**src/rtl/router_fifo.sv**
```systemverilog
// router_fifo: per-destination output FIFO of the 1x3 router, with header-driven packet length tracking.
// Optional ROUTER_FIFO_TRISTATE_EN: data_out floats on soft_reset and at packet end instead of driving 0.
module router_fifo #(
  parameter int WIDTH = 8,
  parameter int DEPTH = 16,
  parameter int AW    = 4
) (
  input  logic             clk,
  input  logic             resetn,
  input  logic             soft_reset,
  input  logic             write_enb,
  input  logic             read_enb,
  input  logic             lfd_state,
  input  logic [WIDTH-1:0] data_in,
  output logic             full,
  output logic             empty,
  output logic [WIDTH-1:0] data_out
);
  logic [AW:0]      wr_ptr_q, wr_ptr_d, rd_ptr_q, rd_ptr_d;
  logic [WIDTH:0]   mem_q [DEPTH];
  logic [5:0]       count_q, count_d;
  logic [WIDTH-1:0] dout_q, dout_d;
  logic             oe_q, oe_d;
  logic             wr, rd;
  logic [WIDTH:0]   rd_word;
  assign empty   = wr_ptr_q == rd_ptr_q;
  assign full    = (wr_ptr_q[AW] != rd_ptr_q[AW]) && (wr_ptr_q[AW-1:0] == rd_ptr_q[AW-1:0]);
  assign wr      = write_enb && !full;
  assign rd      = read_enb && !empty;
  assign rd_word = mem_q[rd_ptr_q[AW-1:0]];
  // oe_q drops once the packet has ended so the idle bus can float or read as zero
  always_comb begin
    wr_ptr_d = wr ? wr_ptr_q + (AW+1)'(1) : wr_ptr_q;
    rd_ptr_d = rd ? rd_ptr_q + (AW+1)'(1) : rd_ptr_q;
    count_d  = (rd && rd_word[WIDTH]) ? 6'(rd_word[WIDTH-1:2]) + 6'd1 :
               (rd && count_q != 6'd0) ? count_q - 6'd1 : count_q;
    dout_d   = rd ? rd_word[WIDTH-1:0] : (count_q == 6'd0) ? '0 : dout_q;
    oe_d     = rd ? 1'b1 : (count_q == 6'd0) ? 1'b0 : oe_q;
  end
  always_ff @(posedge clk) begin
    if (resetn || soft_reset) begin
      wr_ptr_q <= '0;
      rd_ptr_q <= '0;
      mem_q    <= '{default: '0};
      count_q  <= '0;
      dout_q   <= '0;
      oe_q     <= resetn;
    end else begin
      if (wr) mem_q[wr_ptr_q[AW-1:0]] <= {lfd_state, data_in};
      wr_ptr_q <= wr_ptr_d;
      rd_ptr_q <= rd_ptr_d;
      count_q  <= count_d;
      dout_q   <= dout_d;
      oe_q     <= oe_d;
    end
  end
`ifdef ROUTER_FIFO_TRISTATE_EN
  assign data_out = oe_q ? dout_q : 'z;
`else
  assign data_out = oe_q ? dout_q : '0;
`endif
endmodule

```
**config.mk**
```make
export PLATFORM = sky130hd
export DESIGN_NAME = router_fifo
export DESIGN_NICKNAME = d
export VERILOG_FILES = /design/src/rtl/router_fifo.sv
export SDC_FILE = /design/constraint.sdc
export NUM_CORES = 1
export LEC_CHECK = 0
export CAP_MARGIN = 0
export CORE_MARGIN = 1.5
export CORE_UTILIZATION = 55
export CTS_CLUSTER_DIAMETER = 30
export DETAILED_ROUTE_END_ITERATION = 6
export HOLD_SLACK_MARGIN = 0.06
export PLACE_DENSITY = 0.73
export SLEW_MARGIN = 10
export SYNTH_ARGS = -nofsm -noshare
export SYNTH_HDL_FRONTEND = slang
export SYNTH_SLANG_ARGS = --single-unit
```
**constraint.sdc**
```tcl
create_clock -name clk -period 3.3 [get_ports clk]
set_clock_uncertainty 0.05 [all_clocks]
set_input_delay 0.66 -clock clk [delete_from_list [all_inputs] [get_ports clk]]
set_output_delay 0.66 -clock clk [all_outputs]
set_load 0.005 [all_outputs]
```
* Word level (Yosys, flattened, before mapping)
Index checks and enable logic that the tools add are counted.
** Word-level totals
- Flip-flop bits (word level) :: 169
- Word-level logic and storage cells :: 61
** Cells by class
- Add/subtract/negate cells :: 4
- Order comparisons :: 3
- Equality and inequality tests :: 3
- Muxes and demuxes :: 14
- Bitwise gates (word level) :: 2
- Reductions and logical operators :: 14
** Operators by type and width (number)
- bitwise mux 144 bit :: 1
- binary-select mux 9 bit (select 4 bit) :: 1
- demux 9 bit (select 4 bit) :: 1
- 2-to-1 mux 9 bit :: 3
- 2-to-1 mux 8 bit :: 3
- 2-to-1 mux 6 bit :: 2
- adder 5 x 1 -> 5 bit, second input constant :: 2
- greater-or-equal comparator 5 bit, second input constant :: 2
- NOT 4 -> 5 bit :: 2
- adder 6 x 1 -> 6 bit, second input constant :: 1
- logical AND 1 bit :: 6
- logical NOT 6 bit :: 1
- nonzero test 6 bit :: 1
- subtractor 6 x 1 -> 6 bit, second input constant :: 1
- == test 5 bit :: 1
- < comparator 5 x 1 -> 1 bit, second input constant :: 1
- == test 4 bit :: 1
- nonzero test 2 bit :: 2
- 2-to-1 mux 1 bit :: 3
- nonzero test 3 bit :: 1
- logical NOT 1 bit :: 2
- logical OR 1 bit :: 1
- != test 1 bit :: 1

* Longest topological paths before layout
Gate-level depths: netlist (run 1).
- Word-level depth :: 6
- Gate-level depth with buffers :: 10
- Mapped depth without buffers :: 7

* Worst setup path before layout (run 1)
OpenSTA, ideal clock, no wires.
- Kind :: reg2reg
- From :: register rd_ptr_q[1]
- To :: register count_q[2]
- Library setup time :: 116 ps
- Data arrival time :: 2037 ps
- Required time :: 3134 ps
- Path slack :: 1097 ps
- Stages on the path, launching flop included :: 9
- Buffers on the path :: 1
- Cells stage by stage :: dfxtp_1 buf_4 mux4_2 mux2_2 a22o_1 ha_1 xnor2_1 nand2_1 o211a_1
** On the way
- Cells in the longest elaborated chain, start to end :: 6
- Elaborated cells between the ends (all ways) :: 12
- Those cells by class :: add/sub (1); eq/ne (1); mux (4); bitwise (1); reduce/logical (5)
** Ends and longest elaborated chain
- start, declared :: line 19 : logic [AW:0] wr_ptr_q, wr_ptr_d, rd_ptr_q, rd_ptr_d;
- start signal, assigned :: line 51 : rd_ptr_q <= rd_ptr_d;
- NOT 4 -> 5 bit (implied by the code) :: line 30 : assign rd_word = mem_q[rd_ptr_q[AW-1:0]];
- binary-select mux 9 bit (select 4 bit) :: line 30
- 2-to-1 mux 9 bit (implied by the code) (2 in series) :: line 30
- adder 6 x 1 -> 6 bit or logical AND 1 bit (tied branches) :: line 35 : count_d = (rd && rd_word[WIDTH]) ? 6'(rd_word[WIDTH-1:2]) + 6'd1 :
- 2-to-1 mux 6 bit or nonzero test 2 bit (tied branches)
- end signal, assigned :: line 52 : count_q <= count_d;
- end, declared :: line 21 : logic [5:0] count_q, count_d;
Parallel ways exist; a longest one is shown, timed or not. The select of a mux whose other input is x is not followed.
A chain may end at the register's enable or synchronous reset.

* Worst setup path in the final report (run 1)
- From :: register rd_ptr_q[1]
- To :: output port full
** On the way
- Cells in the longest elaborated chain, start to end :: 2
** Ends and longest elaborated chain
- == test 4 bit :: line 27 : assign full = (wr_ptr_q[AW] != rd_ptr_q[AW]) && (wr_ptr_q[AW-1:0] == rd_ptr_q[AW-1:0]);
- logical AND 1 bit :: line 27
- end, declared :: line 15 : output logic full,
Every way passes these cells.

==> run summary, run 1 <==
Dominant cell type by area after synthesis -> dfxtp_1
Post-synth EDFFs -> 1
DRC Markers -> 0
# diodes -> 0
Worst Slack Setup Final -> 228.5 ps
Count of final hold-check violations -> 0
Pin count of the biggest net entering global routing -> 46
Die Height -> 121.8 µm
Setup TNS -> 0 ps
Clock power share -> 0.466
Cells after Synth -> 737
Net Sw Frac -> 0.2157
Vias in the first global route -> 5,452
Top post-synthesis cells by area -> dfxtp_1 43%, mux2i_1 21%, mux4_2 8.4%
P_sw -> 0.9034 mW
R2R Path Start -> rd_ptr_q[1]
DPL Wire Length -> 11.88 mm
CTS H-tree depth -> 4
Std cell rows -> 43
CTS Hold Bufs -> 0
Reg2reg path depth -> 8
Post-Syn Nets -> 759
Mapped Area -> 0.007759 mm²
Count of pins over their slew limit -> 0
Simple-Gate Fraction of Synth Area -> 0.1297
Hold/Removal Path Class -> reg2reg
DRT iter0 DRCs -> 410
Overall die width -> 121.8 µm
Shortest period the worst path allows -> 3072 ps
Final setup viols -> 0
GP Congestion -> 0.8409
Crit path cell chain -> xnor2_1, nand4_1, nor2_1, clkdlybuf4s50_1
IO Port Bufs -> 23
LEAKAGE -> 3.990 nW
Tcrit/Tclk final -> 0.9308
Total grt overflow -> 0
Worst EP arrival -> 2360 ps
Drt first pass iters -> 5
Avg WL per Cell -> 19.10 µm
Largest family of logic cells by synthesized area -> multiplexers
Routed vias/inst -> 5.826
CP endpoint -> full
Maximum clock rate -> 0.3256 GHz
Antenna violations before repair -> 0
XOR/XNOR share of the synthesized area -> 0.02145
Post-synthesis sequential area ratio -> 0.4373
Post-CTS setup buffer count -> 0
Critical path peak fanout -> 13
Final cell count without fillers -> 937
Critical Path Source -> rd_ptr_q[1]
Die ar. -> 0.01483 mm²
Fraction of layout cells with a size suffix above 1 -> 0.1295
Adder-cell share of the synthesized area -> 0.01290
Critical path's largest stage delay -> 600 ps
Top-level I/O count -> 24
Post-DP Area -> 0.008132 mm²
Tot GR Track Use -> 0.2597
Synthesized flop and latch total -> 169
Yosys top cell area share -> 0.4335
Post-synthesis mux area share -> 0.3188
Max-Slew Margin vs Limit -> 0.5135
Int Pwr -> 3.285 mW
First-pass GRT wire length -> 28.76 mm
Final core utilization -> 0.6297
Status -> finished, final reports clean
Least-Margin Pin Slew -> 727.5 ps
Gate power share -> 0.043
Flop pwr share -> 0.491
CTS buffer count -> 17
Routed WL -> 17.90 mm
Pre-CTS setup slack -> 710.7 ps
TritonCTS clock tree -> done
Element type at the critical path end -> primary output
Worst ir drop on vdd -> 0.0003881 V
Core area -> 0.01383 mm²
Starting Density -> 0.5611
Worst flop-to-flop path endpoint -> count_q[4]
Clock-pin transition on the worst setup and hold timing paths -> 60 ps
Post-synthesis average cell area -> 10.53 µm²
Clk root buf -> clkbuf_16
Startpoint types -> register
Post-route antenna net violation count -> 0
Clk Latency, worst-skew pair -> 430 ps
Top_reg_cell synth -> dfxtp_1
Synth unique cells -> 46
R2R Setup Slk -> 650 ps
Synth Area in Compound Gates -> 0.03241
Power per cell area -> 481.1 mW/mm²
RSZ-0062 raised after global routing -> false
Critical path's slowest cell -> dfxtp_2
Clock Sinks -> 169
Clk buf depth -> 2
Placed cells -> 906
Kind of critical path -> reg2out
Design area -> 0.008707 mm²
Worst Path Required -> 2590 ps
Fin nets -> 767
Synthesis Warnings -> 0
Vias -> 5,459
Area Growth Syn to Fin -> 12.22%
Asr flop ratio synth -> 0
Max cap viols -> 0
CTS resizes -> 0
through the flow:
stage                     hold slack (ps)  power [mW]
final                               409.6       4.189
after floorplan                     393.3       2.213
after global placement              401.9       2.274
after detailed placement            405.0       2.279
after CTS                           412.9       4.215
after global routing                432.3       4.315
cells by family (layout without fill, tap and decap cells):
logic type,Yosys count,after routing
flops,169,169
simple gates,235,235
fa+ha+maj,8,8
buf+inv,71,91
compound gates,36,36
xor+xnor,19,19
mux,199,199
per-layer routing:
metal | vias to the layer above | routed length [µm] | GRT usage
met5 | - | 0 | 0
met3 | 25 | 833 | 0.05805
met4 | 0 | 333 | 0.09118
li1 | 2586 | - | -
met1 | 2678 | 8061 | 0.3321
met2 | 170 | 8667 | 0.4333
cell usage in the layout (no fill, tap or decap), types with 4 or more instances in the layout:
| master | instances |
|---|---|
| nand4_1 | 8 |
| dfxtp_1 | 166 |
| nand2_1 | 14 |
| ha_1 | 8 |
| nor2_1 | 163 |
| clkbuf_16 | 17 |
| mux4_1 | 7 |
| mux2_2 | 4 |
| nor2b_1 | 4 |
| nand3_1 | 25 |
| xnor2_1 | 10 |
| inv_1 | 6 |
| clkdlybuf4s50_1 | 23 |
| buf_4 | 29 |
| mux4_2 | 29 |
| a211oi_1 | 5 |
| a21oi_1 | 13 |
| and2_1 | 8 |
| clkbuf_1 | 5 |
| xor2_1 | 9 |
| mux2i_1 | 159 |
synth_stat cells, types with 9 or more instances:
| cell type | instances |
|---|---|
| xor2_1 | 9 |
| mux2i_1 | 159 |
| nor2_1 | 163 |
| clkbuf_1 | 31 |
| buf_4 | 15 |
| buf_2 | 12 |
| xnor2_1 | 10 |
| nand3_1 | 25 |
| nand2_1 | 14 |
| dfxtp_1 | 168 |
| mux4_2 | 29 |
| a21oi_1 | 13 |
layout make-up:
type | count | area, µm²
Fill cell | 1089 | 5120
Sequential cell | 169 | 3396
Tap cell | 180 | 225.2
Multi-Input combinational cell | 497 | 4000
Timing Repair Buffer | 54 | 488.0
Clock buffer | 25 | 485.5
Clock inverter | 6 | 90.09
Inverter | 6 | 22.52
flip-flops by register name (all words and copies together) (netlist names):
| signal | cells |
|---|---|
| mem_q | 144 |
| wr_ptr_q | 5 |
| dout_q | 8 |
| count_q | 6 |
| rd_ptr_q | 5 |
| oe_q | 1 |
critical path, delay by kind of cell, from the launching register on:
kind	cells	cell delay, ps
and+or+nand+nor	2	580
xor gates and xnor gates	1	190
buffers and inverters	1	550
DFF	1	600
worst min-delay path by stage:
stage	startpoint	end	slack, ps	cells past startpoint
after global routing	dout_q[7]	dout_q[7]	430	2
after detailed placement	dout_q[7]	dout_q[7]	400	2
final	dout_q[7]	dout_q[7]	410	2
after CTS	dout_q[7]	dout_q[7]	410	2
after global placement	dout_q[7]	dout_q[7]	400	2
after floorplan	dout_q[0]	dout_q[0]	390	2
power by group through the flow:
stage | Sequential, mW | Clock (mW) | Combinational [mW]
after floorplan | 2.10 | 0 | 0.114
after global placement | 2.10 | 0 | 0.173
after detailed placement | 2.10 | 0 | 0.178
after CTS | 2.06 | 1.98 | 0.179
after global routing | 2.06 | 2.07 | 0.192
final | 2.06 | 1.95 | 0.180
(Power assumes the default switching activity.)
==> run 2, diff against run 1 <==
Settings changed: PLACE_DENSITY 0.73 to 0.75.
Clock period 3.3 ns to 2.6 ns, I/O delays scaled along.
==> run 2 against run 1 <==
  * Register-to-register slack got worse by 490 ps
  * Critical endpoint unchanged
  * Largest power group unchanged
  * Hold slack improved by 7.9 ps
  * Total power rose by 26%
==> run summary, run 2 (synthesized netlist as in run 1, its figures left out) <==
Count of final hold-check violations -> 0 (unchanged)
Die Height -> 121.8 µm (unchanged)
Worst EP arrival -> 1900 ps (was 2360 ps)
DPL Wire Length -> 12.14 mm (was 11.88 mm)
Placed cells -> 910 (was 906)
Avg WL per Cell -> 19.00 µm (was 19.10 µm)
Element type at the critical path end -> primary output (unchanged)
Worst Slack Setup Final -> 129.8 ps (was 228.5 ps)
Routed vias/inst -> 5.821 (was 5.826)
TritonCTS clock tree -> done (unchanged)
Fin nets -> 772 (was 767)
IO Port Bufs -> 23 (unchanged)
GP Congestion -> 0.8531 (was 0.8409)
Least-Margin Pin Slew -> 709.2 ps (was 727.5 ps)
Most common cell after layout, fill and taps aside -> dfxtp_1 (unchanged)
Maximum clock rate -> 0.4048 GHz
CTS Hold Bufs -> 0 (unchanged)
Pin count of the biggest net entering global routing -> 53 (was 46)
Kind of critical path -> reg2out (unchanged)
Worst ir drop on vdd -> 0.0004628 V (was 0.0003881 V)
Crit path cell chain -> buf_8, xnor2_1, nand4_1, nor2_2, clkdlybuf4s50_1 (was xnor2_1, nand4_1, nor2_1, clkdlybuf4s50_1)
# diodes -> 0 (unchanged)
DRC Markers -> 0 (unchanged)
Starting Density -> 0.5611 (unchanged)
Count of pins over their slew limit -> 0 (unchanged)
Post-route antenna net violation count -> 0 (unchanged)
Routed WL -> 17.92 mm (was 17.90 mm)
Critical path peak fanout -> 8 (was 13)
DRT iter0 DRCs -> 404 (was 410)
Critical path's slowest cell -> clkdlybuf4s50_1 (was dfxtp_2)
Clock Sinks -> 169 (unchanged)
Total Power -> 5.276 mW (was 4.189 mW)
Tot GR Track Use -> 0.2614 (was 0.2597)
Final cell count without fillers -> 943 (was 937)
Max reg flops -> 144 (unchanged)
Clock-pin transition on the worst setup and hold timing paths -> 60 ps (about the same)
Clk buf depth -> 2 (unchanged)
Overall die width -> 121.8 µm (unchanged)
Final setup viols -> 0 (unchanged)
CTS H-tree depth -> 4 (unchanged)
Startpoint types -> register (unchanged)
Most frequent cells in the layout -> 166 x dfxtp_1, 161 x nor2_1, 159 x mux2i_1, 29 x mux4_2, 29 x buf_4 (was 166 x dfxtp_1, 163 x nor2_1, 159 x mux2i_1, 29 x mux4_2, 29 x buf_4)
Antenna violations before repair -> 0 (unchanged)
Max cap viols -> 0 (unchanged)
Shortest period the worst path allows -> 2470 ps
Largest register by flop count -> mem_q (unchanged)
LEAKAGE -> 4.026 nW (was 3.990 nW)
Hold/Removal Path Class -> reg2reg (unchanged)
Std cell rows -> 43 (unchanged)
Tcrit/Tclk final -> 0.9501
Top-level I/O count -> 24 (unchanged)
RSZ-0062 raised after global routing -> false (unchanged)
Drt first pass iters -> 5 (unchanged)
Status -> finished, final reports clean (unchanged)
CTS buffer count -> 17 (unchanged)
Top Registers -> mem_q x144, dout_q x8, count_q x6 (unchanged)
Critical path's largest stage delay -> 520 ps (was 600 ps)
Power per cell area -> 598.9 mW/mm² (was 481.1 mW/mm²)
Core area -> 0.01383 mm² (unchanged)
Vias -> 5,489 (was 5,459)
Fraction of layout cells with a size suffix above 1 -> 0.1468 (was 0.1295)
Total grt overflow -> 0 (unchanged)
Clk root buf -> clkbuf_16 (unchanged)
Vias in the first global route -> 5,473 (was 5,452)
Area Growth Syn to Fin -> 13.55% (was 12.22%)
Max-Slew Margin vs Limit -> 0.5257 (was 0.5135)
Pre-CTS setup slack -> 187.8 ps (was 710.7 ps)
Die ar. -> 0.01483 mm² (unchanged)
Setup TNS -> 0 ps (unchanged)
Clk Latency, worst-skew pair -> 430 ps (about the same)
Family with the most delay on the worst path -> buffers and inverters (was flip-flops)
First-pass GRT wire length -> 29.22 mm (was 28.76 mm)
Worst Path Required -> 2030 ps (was 2590 ps)
WP buf/inv -> 2 (was 1)
run 2: timing repair:
action                     CTS  global route
setup buffers                1             0
setup endpoints to repair    2             1
pin swaps                    2             0
resized for setup            6             1
run 2: metal layers:
metal | GRT usage | wire length (µm) | up-vias
li1 | - | - | 2595
met1 | 0.3463 | 8096 | 2731
met2 | 0.4301 | 8664 | 130
met3 | 0.04401 | 717 | 33
met4 | 0.09779 | 438 | 0
met5 | 0 | 0 | -
run 2: cell type report:
cell class	count	area [µm²]
flip-flops and latches	169	3398
clock buffers	19	452.9
fillers	1077	5017
clock inverters	13	116.4
well taps	180	225.2
multi-input cells	497	4013
inverters	6	22.52
repair buffers	59	581.8
run 2: worst min-delay path, stage by stage, from the launching register on:
cell     delay (ps)
dfxtp_1         310
nand3_1          60
a21oi_1          60
run 2: worst paths after layout:
kind	from	endpoint	slack [ps]	cells after the start
setup / recovery	rd_ptr_q[0]	full	130	5
setup reg to reg	rd_ptr_q[0]	count_q[2]	160	8
hold / removal	dout_q[1]	dout_q[1]	420	2
hold reg to reg	dout_q[1]	dout_q[1]	420	2
run 2: per-stage QoR:
| stage | hold WS [ps] | area (µm²) | util |
|---|---|---|---|
| 2_1_floorplan | 393.3 | 7759 | - |
| 3_3_place_gp | 404.5 | 8212 | 0.5939 |
| 3_5_place_dp | 409.7 | 8212 | 0.5939 |
| 4_1_cts | 418.5 | 8802 | 0.6366 |
| 5_1_grt | 430.9 | 8810 | 0.6371 |
| 6_report | 417.4 | 8810 | 0.6371 |
run 2: where the power goes:
part | switching, mW | internal [mW] | total (mW) | leakage (nW)
clock network | 1.06 | 1.37 | 2.43 | 0.272
registers | 0.00816 | 2.60 | 2.61 | 1.37
logic | 0.150 | 0.0887 | 0.239 | 2.39
